--- config.mk ---
export PLATFORM = sky130hd
export DESIGN_NAME = bullet_pool
export DESIGN_NICKNAME = d
export VERILOG_FILES = /design/src/rtl/bullet_pool.sv
export SDC_FILE = /design/constraint.sdc
export NUM_CORES = 1
export LEC_CHECK = 0
export CAP_MARGIN = 10
export CORE_UTILIZATION = 55
export CTS_CLUSTER_DIAMETER = 50
export DETAILED_ROUTE_END_ITERATION = 16
export PLACE_DENSITY = 0.77
export SLEW_MARGIN = 20
export SYNTH_ARGS = -nofsm -noshare
export SYNTH_HDL_FRONTEND = slang
export SYNTH_SLANG_ARGS = --single-unit
--- constraint.sdc ---
create_clock -name clk -period 8.4 [get_ports clk]
set_input_delay 1.26 -clock clk [delete_from_list [all_inputs] [get_ports clk]]
set_output_delay 1.26 -clock clk [all_outputs]
set_load 0.03 [all_outputs]
--- src/rtl/bullet_pool.sv ---
// Pool of NUM multi-lane bullets: periodic spawn into the lowest free slot, per-frame upward motion,
// per-lane collision clear; pixel query answers 2 cycles after request; no backpressure, a shot into a full pool is dropped and flagged.
module bullet_pool #(
    parameter int NUM          = 8,
    parameter int LANES        = 3,
    parameter int XW           = 10,
    parameter int YW           = 10,
    parameter int COLOR_W      = 12,
    parameter int SPEED        = 4,
    parameter int SHOOT_PERIOD = 8,
    parameter int LANE_PITCH   = 16,
    parameter int WIDTH        = 4,
    parameter int HEIGHT       = 12,
    parameter logic [COLOR_W-1:0] CENTER_COLOR = 12'hFF0,
    parameter logic [COLOR_W-1:0] SIDE_COLOR   = 12'h0FF
) (
    input  logic                       clk,
    input  logic                       rst,
    input  logic                       frame_tick_i,
    input  logic                       fire_en_i,
    input  logic [LANES-1:0]           lane_mask_i,
    input  logic [XW-1:0]              origin_x_i,
    input  logic [YW-1:0]              origin_y_i,
    input  logic [XW-1:0]              req_x_addr_i,
    input  logic [YW-1:0]              req_y_addr_i,
    input  logic                       hit_i,
    output logic [COLOR_W-1:0]         vga_rgb_o,
    output logic                       vga_alpha_o,
    output logic [$clog2(NUM+1)-1:0]   active_cnt_o,
    output logic                       shot_drop_o
);
    localparam int AW     = $clog2(NUM+1);
    localparam int CNT_W  = (SHOOT_PERIOD > 1) ? $clog2(SHOOT_PERIOD) : 1;
    localparam int XE     = XW + 4;
    localparam int YE     = YW + 4;
    localparam int CENTER = LANES / 2;
    localparam logic [CNT_W-1:0] LAST = CNT_W'(SHOOT_PERIOD - 1);

    logic [LANES-1:0] r_live [NUM];
    logic [XW-1:0]    r_x    [NUM];
    logic [YW-1:0]    r_y    [NUM];
    logic [CNT_W-1:0] r_cnt;
    logic [XW-1:0]    r_qx1, r_qx2;
    logic [YW-1:0]    r_qy1, r_qy2;
    logic [AW-1:0]    r_active;
    logic             r_drop;

    logic [LANES-1:0] w_cover [NUM];
    logic [NUM-1:0]   w_free;
    logic [NUM-1:0]   w_sel;
    logic [LANES-1:0] w_spawn_live;
    logic             w_found;
    logic             w_alpha;
    logic             w_center;
    logic             w_spawn_req;
    logic             w_spawn_go;
    logic             w_drop;
    logic [AW-1:0]    w_busy;

    // Sums are widened by 4 bits so lanes near the screen edge never wrap.
    function automatic logic lane_covers(input logic [XW-1:0] bx, input logic [YW-1:0] by,
                                         input int k, input logic [XW-1:0] px,
                                         input logic [YW-1:0] py);
        logic [XE-1:0] lo;
        logic [YE-1:0] top;
        lo  = XE'(bx) + XE'(k * LANE_PITCH);
        top = YE'(by);
        return (XE'(px) >= lo) && (XE'(px) < lo + XE'(WIDTH)) &&
               (YE'(py) >= top) && (YE'(py) < top + YE'(HEIGHT));
    endfunction

    always_comb begin
        w_alpha  = 1'b0;
        w_center = 1'b0;
        w_busy   = '0;
        for (int s = 0; s < NUM; s++) begin
            w_free[s] = ~|r_live[s];
            w_busy    = w_busy + AW'(~w_free[s]);
            for (int k = 0; k < LANES; k++) begin
                w_cover[s][k] = r_live[s][k] & lane_covers(r_x[s], r_y[s], k, r_qx2, r_qy2);
            end
            w_alpha  = w_alpha | (|w_cover[s]);
            w_center = w_center | w_cover[s][CENTER];
        end
    end

    always_comb begin
        w_found = 1'b0;
        w_sel   = '0;
        for (int s = 0; s < NUM; s++) begin
            w_sel[s] = w_free[s] & ~w_found;
            w_found  = w_found | w_free[s];
        end
        for (int k = 0; k < LANES; k++) begin
            w_spawn_live[k] = lane_mask_i[k] &&
                (XE'(origin_x_i) + XE'(k * LANE_PITCH) + XE'(WIDTH) <= XE'(2 ** XW));
        end
        w_spawn_req = fire_en_i & frame_tick_i & (r_cnt == LAST);
        w_spawn_go  = w_spawn_req & (|w_spawn_live) & w_found;
        w_drop      = w_spawn_req & (|w_spawn_live) & ~w_found;
    end

    always_ff @(posedge clk) begin
        if (rst) begin
            for (int s = 0; s < NUM; s++) begin
                r_live[s] <= '0;
                r_x[s]    <= '0;
                r_y[s]    <= '0;
            end
            r_cnt    <= '0;
            r_qx1    <= '0;
            r_qx2    <= '0;
            r_qy1    <= '0;
            r_qy2    <= '0;
            r_active <= '0;
            r_drop   <= 1'b0;
        end else begin
            r_qx1    <= req_x_addr_i;
            r_qy1    <= req_y_addr_i;
            r_qx2    <= r_qx1;
            r_qy2    <= r_qy1;
            r_active <= w_busy;
            r_drop   <= w_drop;
            if (!fire_en_i) begin
                r_cnt <= '0;
            end else if (frame_tick_i) begin
                r_cnt <= (r_cnt == LAST) ? '0 : r_cnt + CNT_W'(1);
            end
            for (int s = 0; s < NUM; s++) begin
                if (w_spawn_go && w_sel[s]) begin
                    r_live[s] <= w_spawn_live;
                    r_x[s]    <= origin_x_i;
                    r_y[s]    <= origin_y_i;
                end else if (frame_tick_i && !w_free[s] && (YE'(r_y[s]) < YE'(SPEED))) begin
                    r_live[s] <= '0;
                end else begin
                    // Collision clear and movement apply together.
                    r_live[s] <= r_live[s] & ~(hit_i ? w_cover[s] : '0);
                    if (frame_tick_i && !w_free[s]) begin
                        r_y[s] <= r_y[s] - YW'(SPEED);
                    end
                end
            end
        end
    end

    assign vga_alpha_o  = w_alpha;
    assign vga_rgb_o    = w_alpha ? (w_center ? CENTER_COLOR : SIDE_COLOR) : '0;
    assign active_cnt_o = r_active;
    assign shot_drop_o  = r_drop;
endmodule

==> results of run 1 <==
==> where the power goes <==
group	internal [mW]	leakage, nW	total, mW	switching, mW
clock network	0.752	0.494	1.29	0.536
registers	1.33	2.30	1.42	0.0977
logic	0.454	9.19	1.11	0.654
total	2.53	12.0	3.82	1.29
==> layer usage <==
layer / part of all wire / wire [um] / vias up / GRT usage
met5: 0.00011 / 8 / - / 0
met4: 0.038 / 2721 / 2 / 0.1123
met3: 0.072 / 5141 / 178 / 0.03904
met2: 0.47 / 33810 / 781 / 0.5279
met1: 0.42 / 29750 / 10390 / 0.3850
li1: - / - / 10410 / -
==> worst max-delay path by stage <==
| stage | cells past startpoint | endpoint | slack, ns |
|---|---|---|---|
| 3_5_place_dp | 16 | vga_alpha_o | 2.49 |
| 2_1_floorplan | 10 | vga_rgb_o[1] | 3.00 |
| 4_1_cts | 16 | vga_alpha_o | 1.88 |
| 5_1_grt | 16 | vga_alpha_o | 1.52 |
| 3_3_place_gp | 16 | vga_alpha_o | 2.55 |
| 6_report | 16 | vga_alpha_o | 1.78 |
==> kinds of logic after synthesis <==
logic type / synth area share
AO/OA/AOI/OAI: 0.1544
XOR/XNOR: 0.08948
adder cells (fa/ha/maj): 0.2666
buffers and inverters: 0.04735
flip-flops: 0.2578
multiplexers: 0.001990
other: 0.0001491
AND/OR/NAND/NOR: 0.1822
==> area by class of cell <==
class | instances | share of cell area
clock buffer | 37 | 0.03048
clock inverter | 19 | 0.006233
inverter | 231 | 0.03162
multi-input combinational | 2316 | 0.6388
sequential | 232 | 0.2361
tap | 592 | 0.02693
timing repair buffer | 88 | 0.02984
==> worst max-delay path: stages, from the launching register on <==
cell	delay [ns]
edfxtp_1	0.50
ha_1	0.31
nand2_1	0.09
xnor2_1	0.39
nor2_1	0.11
xor2_1	0.16
ha_1	0.31
and4_1	0.22
a221oi_1	0.27
o21ai_0	0.14
o21ai_0	0.22
a21oi_2	0.10
nor4_1	0.67
a311oi_2	0.15
nand4_2	0.23
or2_1	0.21
clkdlybuf4s50_1	0.70
==> Yosys cell counts (6+ instances only) <==
master,number,share of area
o21bai_1,8,0.0024
a211oi_1,41,0.012
xor2_1,58,0.020
buf_4,14,0.0042
a21o_1,30,0.0090
inv_1,200,0.030
o211ai_1,18,0.0054
nand2_1,216,0.032
a32oi_1,7,0.0024
a21oi_1,111,0.022
o21ai_1,71,0.014
o22ai_1,7,0.0017
nor3_1,104,0.021
nor3b_1,8,0.0024
and3_1,10,0.0025
xnor2_1,199,0.069
ha_1,527,0.26
nor4_1,21,0.0052
nand2b_1,80,0.020
or3_1,18,0.0045
a2111oi_0,14,0.0049
nor2_1,199,0.030
dfxtp_1,48,0.038
o31ai_1,11,0.0033
o21a_1,38,0.011
a32o_1,9,0.0036
a221oi_1,6,0.0021
or4_1,16,0.0048
clkbuf_1,46,0.0069
nor2b_1,72,0.018
edfxtp_1,184,0.22
o21ai_0,85,0.017
o2111ai_1,10,0.0035
inv_2,27,0.0040
nand3_1,90,0.018
o31a_1,6,0.0021
a31oi_1,23,0.0057
nand4_1,49,0.012
o41ai_1,6,0.0021
or2_1,10,0.0025
==> state kept, by name (all words and copies together) (netlist names) <==
signal	cells
r_qy1	10
r_cnt	3
r_x	80
r_qy2	10
shot_drop_o	1
r_y	80
r_qx1	10
active_cnt_o	4
r_live	24
r_qx2	10
==> PnR_summary.wiki, run 1 <==
{| class="wikitable"
! Metric !! Value
|-
| Quantity of I/O buffers inserted on ports || 65
|-
| Final setup violation count || 0
|-
| Sum of negative setup slack || 0 ns
|-
| Final critical-path setup slack || 1.775 ns
|-
| Antenna violations before repair || 1
|-
| Routed length per placed instance || 20.32 um
|-
| Area growth from synthesis to final layout || 9.331%
|-
| Wirelength, routed || 71430 um
|-
| Leak pwr || 11.99 nW
|-
| Reg2reg path depth || 11
|-
| Source of the worst hold timing path || r_qx1[6]
|-
| Clock buffers created by TritonCTS || 30
|-
| Overflow after GRT || 0
|-
| Pwr per Cell Area || 138.8 nW/um^2
|-
| Maximum clock path buffer count || 3
|-
| Row cnt || 77
|-
| # clock sinks || 232
|-
| Count of inserted antenna diode cells || 0
|-
| Number of vias after detailed routing || 21761
|-
| Pre-CTS worst setup slack || 2.486 ns
|-
| Remaining number of nets flagged by the antenna check after routing || 0
|-
| Transition time of the tightest slew-check pin || 1.086 ns
|-
| Height of the die || 215.9 um
|-
| 1st-iter DRT viols || 1873
|-
| Number of hold-repair buffers added at the cts stage || 0
|-
| Register-to-Register Setup Slack || 4.02 ns
|-
| Synthesized instance count || 2826
|-
| Share of synthesized registers carrying an async set or reset || 0
|-
| CTS tree || done
|-
| Unrepaired setup endpoints after global routing || no
|-
| CP Max Fanout || 8
|-
| Worst hold path stage count || 1
|-
| # DRC || 0
|-
| Relative slew slack || 0.2734
|-
| Highest-count cells in the layout ignoring fill and taps || ha_1, nand2_1, inv_1
|-
| Global-route wire length before repair || 113500 um
|-
| Sequential standard cell area || 6492 um^2
|-
| Total area of multi-input combinational cells || 17570 um^2
|-
| Share of layout cells above drive strength 1 || 0.04721
|-
| Instance count after placement with tap cells included || 3459
|-
| Max IR drop VDD || 177.5 uV
|-
| Post-CTS Setup Inserts || 0
|-
| Root cell of the clock tree || clkbuf_16
|-
| Standard cell area after detailed placement || 26490 um^2
|-
| Dpl hpwl || 53620 um
|-
| Final Util || 0.6152
|-
| Later-pin clock latency in the skew report || 0.58 ns
|-
| GRT Total Usage || 0.3046
|-
| Worst setup SP type || flip-flop
|-
| Number of levels in the clock H-tree || 1
|-
| Type of the worst min-delay path || reg2reg
|-
| Maximum achievable frequency || 150.9 MHz
|-
| Warning count from the yosys run || 0
|-
| Beginning of the critical path || r_x[1][6]
|-
| Post-Route Skew || 0.01232 ns
|-
| CP Data Arrival Time || 5.36 ns
|-
| Count of cell types in the netlist || 102
|-
| Non-filler instance count after layout || 3515
|-
| Share of synthesized area occupied by flip-flops and latches || 0.2578
|-
| Shortest period the worst path allows || 6.625 ns
|-
| End of the worst register-to-register path || r_y[0][49]
|-
| Clock-pin transition on the worst setup and hold timing paths || 0.06 ns
|-
| Required time of the critical path || 7.14 ns
|-
| Kind of end point of the critical path || primary output
|-
| Number of top-level pins || 66
|-
| Post-synthesis area per instance || 8.901 um^2
|-
| Post-synthesis cell area || 25160 um^2
|-
| Overall die area || 46600 um^2
|-
| Final-report hold violation count || 0
|-
| Hold Slack || 0.4343 ns
|-
| Number of global-route vias before repair || 21751
|-
| Most common cell after layout, fill and taps aside || ha_1
|-
| Kind of critical path || reg2out
|-
| Vias per cell || 6.191
|-
| Max-capacitance violation count || 0
|-
| GPL Wtd Cong || 0.9721
|-
| Total chip power || 3.819 mW
|-
| Most common flop cell mapped by yosys || edfxtp_1
|-
| Maximum number of pins on one net before global-route repair || 82
|-
| Post-route clock period utilization || 0.7887
|-
| PostCTS Resize Cnt || 0
|-
| Synthesis-stage register bit count || 232
|-
| Post-synth EDFFs || 184
|-
| Layout filler cell count || 3871
|-
| Startpoint of the lowest-slack register-to-register path || r_live[0][0]
|-
| Hold-critical path endpoint || r_qx2[6]
|-
| Pins over their slew limit || 0
|-
| DR pass1 iterations || 5
|-
| Final net count || 3478
|-
| Die boundary width || 215.9 um
|-
| Core outline area || 44700 um^2
|-
| Final standard cell area without fillers || 27500 um^2
|-
| Initial Utilization || 0.5627
|-
| Outcome || finished clean
|}
No activity file was read; power rests on OpenSTA's default activity.
==> run 2, diff against run 1 <==
Clock period 8.4 ns to 6.2 ns, I/O delays scaled along.
==> PnR_summary.wiki, run 2 (synthesis gave the netlist of run 1 again) <==
{| class="wikitable"
! Metric !! Value
|-
| Outcome || finished clean
|-
| Post-Route Skew || 0.02723 ns (+0.01491 ns)
|-
| Routed length per placed instance || 20.74 um (+2.1%)
|-
| 1st-iter DRT viols || 1878 (+0.27%)
|-
| Sum of negative setup slack || 0 ns (unchanged)
|-
| Maximum clock path buffer count || 3 (unchanged)
|-
| # clock sinks || 232 (unchanged)
|-
| Transition time of the tightest slew-check pin || 1.049 ns (-0.03792 ns)
|-
| Most common cell after layout, fill and taps aside || ha_1
|-
| Critical Path Max Stage Delay || 0.73 ns (+0.03 ns)
|-
| Maximum achievable frequency || 167.0 MHz
|-
| Final net count || 3498 (+0.58%)
|-
| Final standard cell area without fillers || 27830 um^2 (+1.2%)
|-
| Final setup violation count || 0 (unchanged)
|-
| Leak pwr || 12.16 nW (+1.4%)
|-
| Critical path buffers and inverters || 2 (+1)
|-
| Initial Utilization || 0.5627 (unchanged)
|-
| CTS tree || done
|-
| Slowest-stage cell, CP || clkdlybuf4s50_1
|-
| Overall die area || 46600 um^2 (unchanged)
|-
| Later-pin clock latency in the skew report || 0.55 ns (-0.03 ns)
|-
| Root cell of the clock tree || clkbuf_16
|-
| Required time of the critical path || 5.27 ns (-1.87 ns)
|-
| Share of layout cells above drive strength 1 || 0.05467 (+0.007457)
|-
| Height of the die || 215.9 um (unchanged)
|-
| Area growth from synthesis to final layout || 10.63%
|-
| Final-report hold violation count || 0 (unchanged)
|-
| Vias per cell || 6.197 (about the same)
|-
| Number of levels in the clock H-tree || 2 (+1)
|-
| Shortest period the worst path allows || 5.988 ns
|-
| Count of inserted antenna diode cells || 0 (unchanged)
|-
| Post-CTS Setup Inserts || 0 (unchanged)
|-
| Post-route clock period utilization || 0.9658
|-
| Total chip power || 5.391 mW (+41%)
|-
| Clock-pin transition on the worst setup and hold timing paths || 0.05 ns (about the same)
|-
| Worst path most repeated cell || ha_1
|-
| Remaining number of nets flagged by the antenna check after routing || 0 (unchanged)
|-
| Standard cell area after detailed placement || 26630 um^2 (+0.52%)
|-
| Worst setup SP type || flip-flop
|-
| CP Data Arrival Time || 5.06 ns (-0.30 ns)
|-
| Number of global-route vias before repair || 21788 (+0.17%)
|-
| Layout filler cell count || 3753 (-3.0%)
|-
| Unrepaired setup endpoints after global routing || no
|-
| Clock buffers created by TritonCTS || 35 (+17%)
|-
| Reg power frac || 0.359 (-0.014)
|-
| Antenna violations before repair || 1 (unchanged)
|-
| Pins over their slew limit || 0 (unchanged)
|-
| Die boundary width || 215.9 um (unchanged)
|-
| Clock share of power || 0.361 (+0.024)
|-
| Overflow after GRT || 0 (unchanged)
|-
| Cell internal pwr || 3.595 mW (+42%)
|-
| Max-capacitance violation count || 0 (unchanged)
|-
| Relative slew slack || 0.2984 (+0.02494)
|-
| Family with the most delay on the worst path || simple AND/OR/NAND/NOR gates
|-
| Kind of critical path || reg2out
|-
| Max IR drop VDD || 307.1 uV (+73%)
|-
| Gate power share || 0.280 (-0.010)
|-
| Maximum number of pins on one net before global-route repair || 84 (+2.4%)
|-
| CP Cell Sequence || inv_1, ha_1, xor2_1, ha_1, and3_1, a221oi_1, and2_0, o21ai_1, a311o_1, nor4_1, a2111oi_0, nand3_1, nor2b_1, clkdlybuf4s50_1
|-
| Global-route wire length before repair || 115900 um (+2.1%)
|-
| Number of vias after detailed routing || 21919 (+0.73%)
|-
| Number of hold-repair buffers added at the cts stage || 0 (unchanged)
|-
| PostCTS Resize Cnt || 1 (+1)
|-
| Pwr per Cell Area || 193.7 nW/um^2 (+40%)
|-
| CP Max Fanout || 6 (-2)
|-
| Dpl hpwl || 56490 um (+5.4%)
|-
| Number of top-level pins || 66 (unchanged)
|-
| GPL Wtd Cong || 0.9763 (+0.43%)
|-
| Kind of end point of the critical path || primary output
|-
| Registers with the most flip-flops || r_x: 80 flops, r_y: 80 flops, r_live: 24 flops
|-
| Highest-count cells in the layout ignoring fill and taps || ha_1, nand2_1, inv_1
|-
| Row cnt || 77 (unchanged)
|-
| Quantity of I/O buffers inserted on ports || 65 (unchanged)
|-
| Core outline area || 44700 um^2 (unchanged)
|-
| Switching fraction of total power || 0.3331 (-0.003978)
|-
| GRT Total Usage || 0.3123 (+0.007796)
|-
| # DRC || 0 (unchanged)
|-
| DR pass1 iterations || 6 (+1)
|-
| Wirelength, routed || 73360 um (+2.7%)
|-
| Type of the worst min-delay path || reg2reg
|-
| Switch Pwr || 1.796 mW (+40%)
|}
## run 2: changes by cell type in the layout (fill, tap and decap cells not counted), sizes merged
cell,change
clkbuf,+5
bufinv,+1
clkinv,+4
buf,+15
clkinvlp,-4
inv,+1
## run 2: path summary, 6_finish.rpt
check,from,end,slack [ns],cells after the start
setup / recovery,r_y[0][12],vga_rgb_o[0],0.21,14
hold / removal,r_qy1[1],r_qy2[1],0.43,1
setup reg to reg,r_live[0][0],r_y[0][49],1.99,11
hold reg to reg,r_qy1[1],r_qy2[1],0.43,1
## run 2: power by group through the flow
stage               Sequential [mW]  Clock [mW]  Combinational, mW
floorplan                      1.94           0               1.05
global placement               1.96           0               1.41
detailed placement             1.96           0               1.48
CTS                            1.93        1.96               1.49
global route                   1.95        2.02               1.67
finish                         1.94        1.94               1.51
## run 2: worst register-to-register path, cell delays in order (launching register included)
cell and delay [ns]:
edfxtp_1 0.47, or3_1 0.54, ha_1 0.29, o31ai_1 0.14, nor4_1 0.16, nand3_1 0.17, o311a_1 0.28, nor2b_1 0.20
nand3_1 0.56, nor2_1 0.96, nand2_1 0.16, o21ai_1 0.13
## run 2: layout make-up
cell class              count  area [um^2]  area share
inverters                 231        869.6     0.03125
clock buffers              42        925.9     0.03327
repair buffers            103        958.4     0.03444
multi-input cells        2316        17620      0.6332
clock inverters            21        221.5    0.007958
well taps                 592        740.7     0.02662
flip-flops and latches    232         6492      0.2333
## run 2: routing by layer
layer  part of all wire  global-route usage  vias up
met5                  0                   0        -
met4              0.043              0.1305        0
li1                   -                   -    10454
met3              0.075             0.04341      192
met1               0.42              0.3970    10451
met2               0.47              0.5295      822
## run 2: per-stage QoR
stage	utilization	worst slack, ns	std cells	hold slack, ns
after floorplan	-	1.125	2849	0.4138
after global placement	0.5957	0.5916	3474	0.4153
after detailed placement	0.5957	0.4132	3474	0.4223
after CTS	0.6214	0.02300	3537	0.4345
after global routing	0.6225	0.003368	3537	0.4558
final	0.6225	0.2120	3537	0.4323
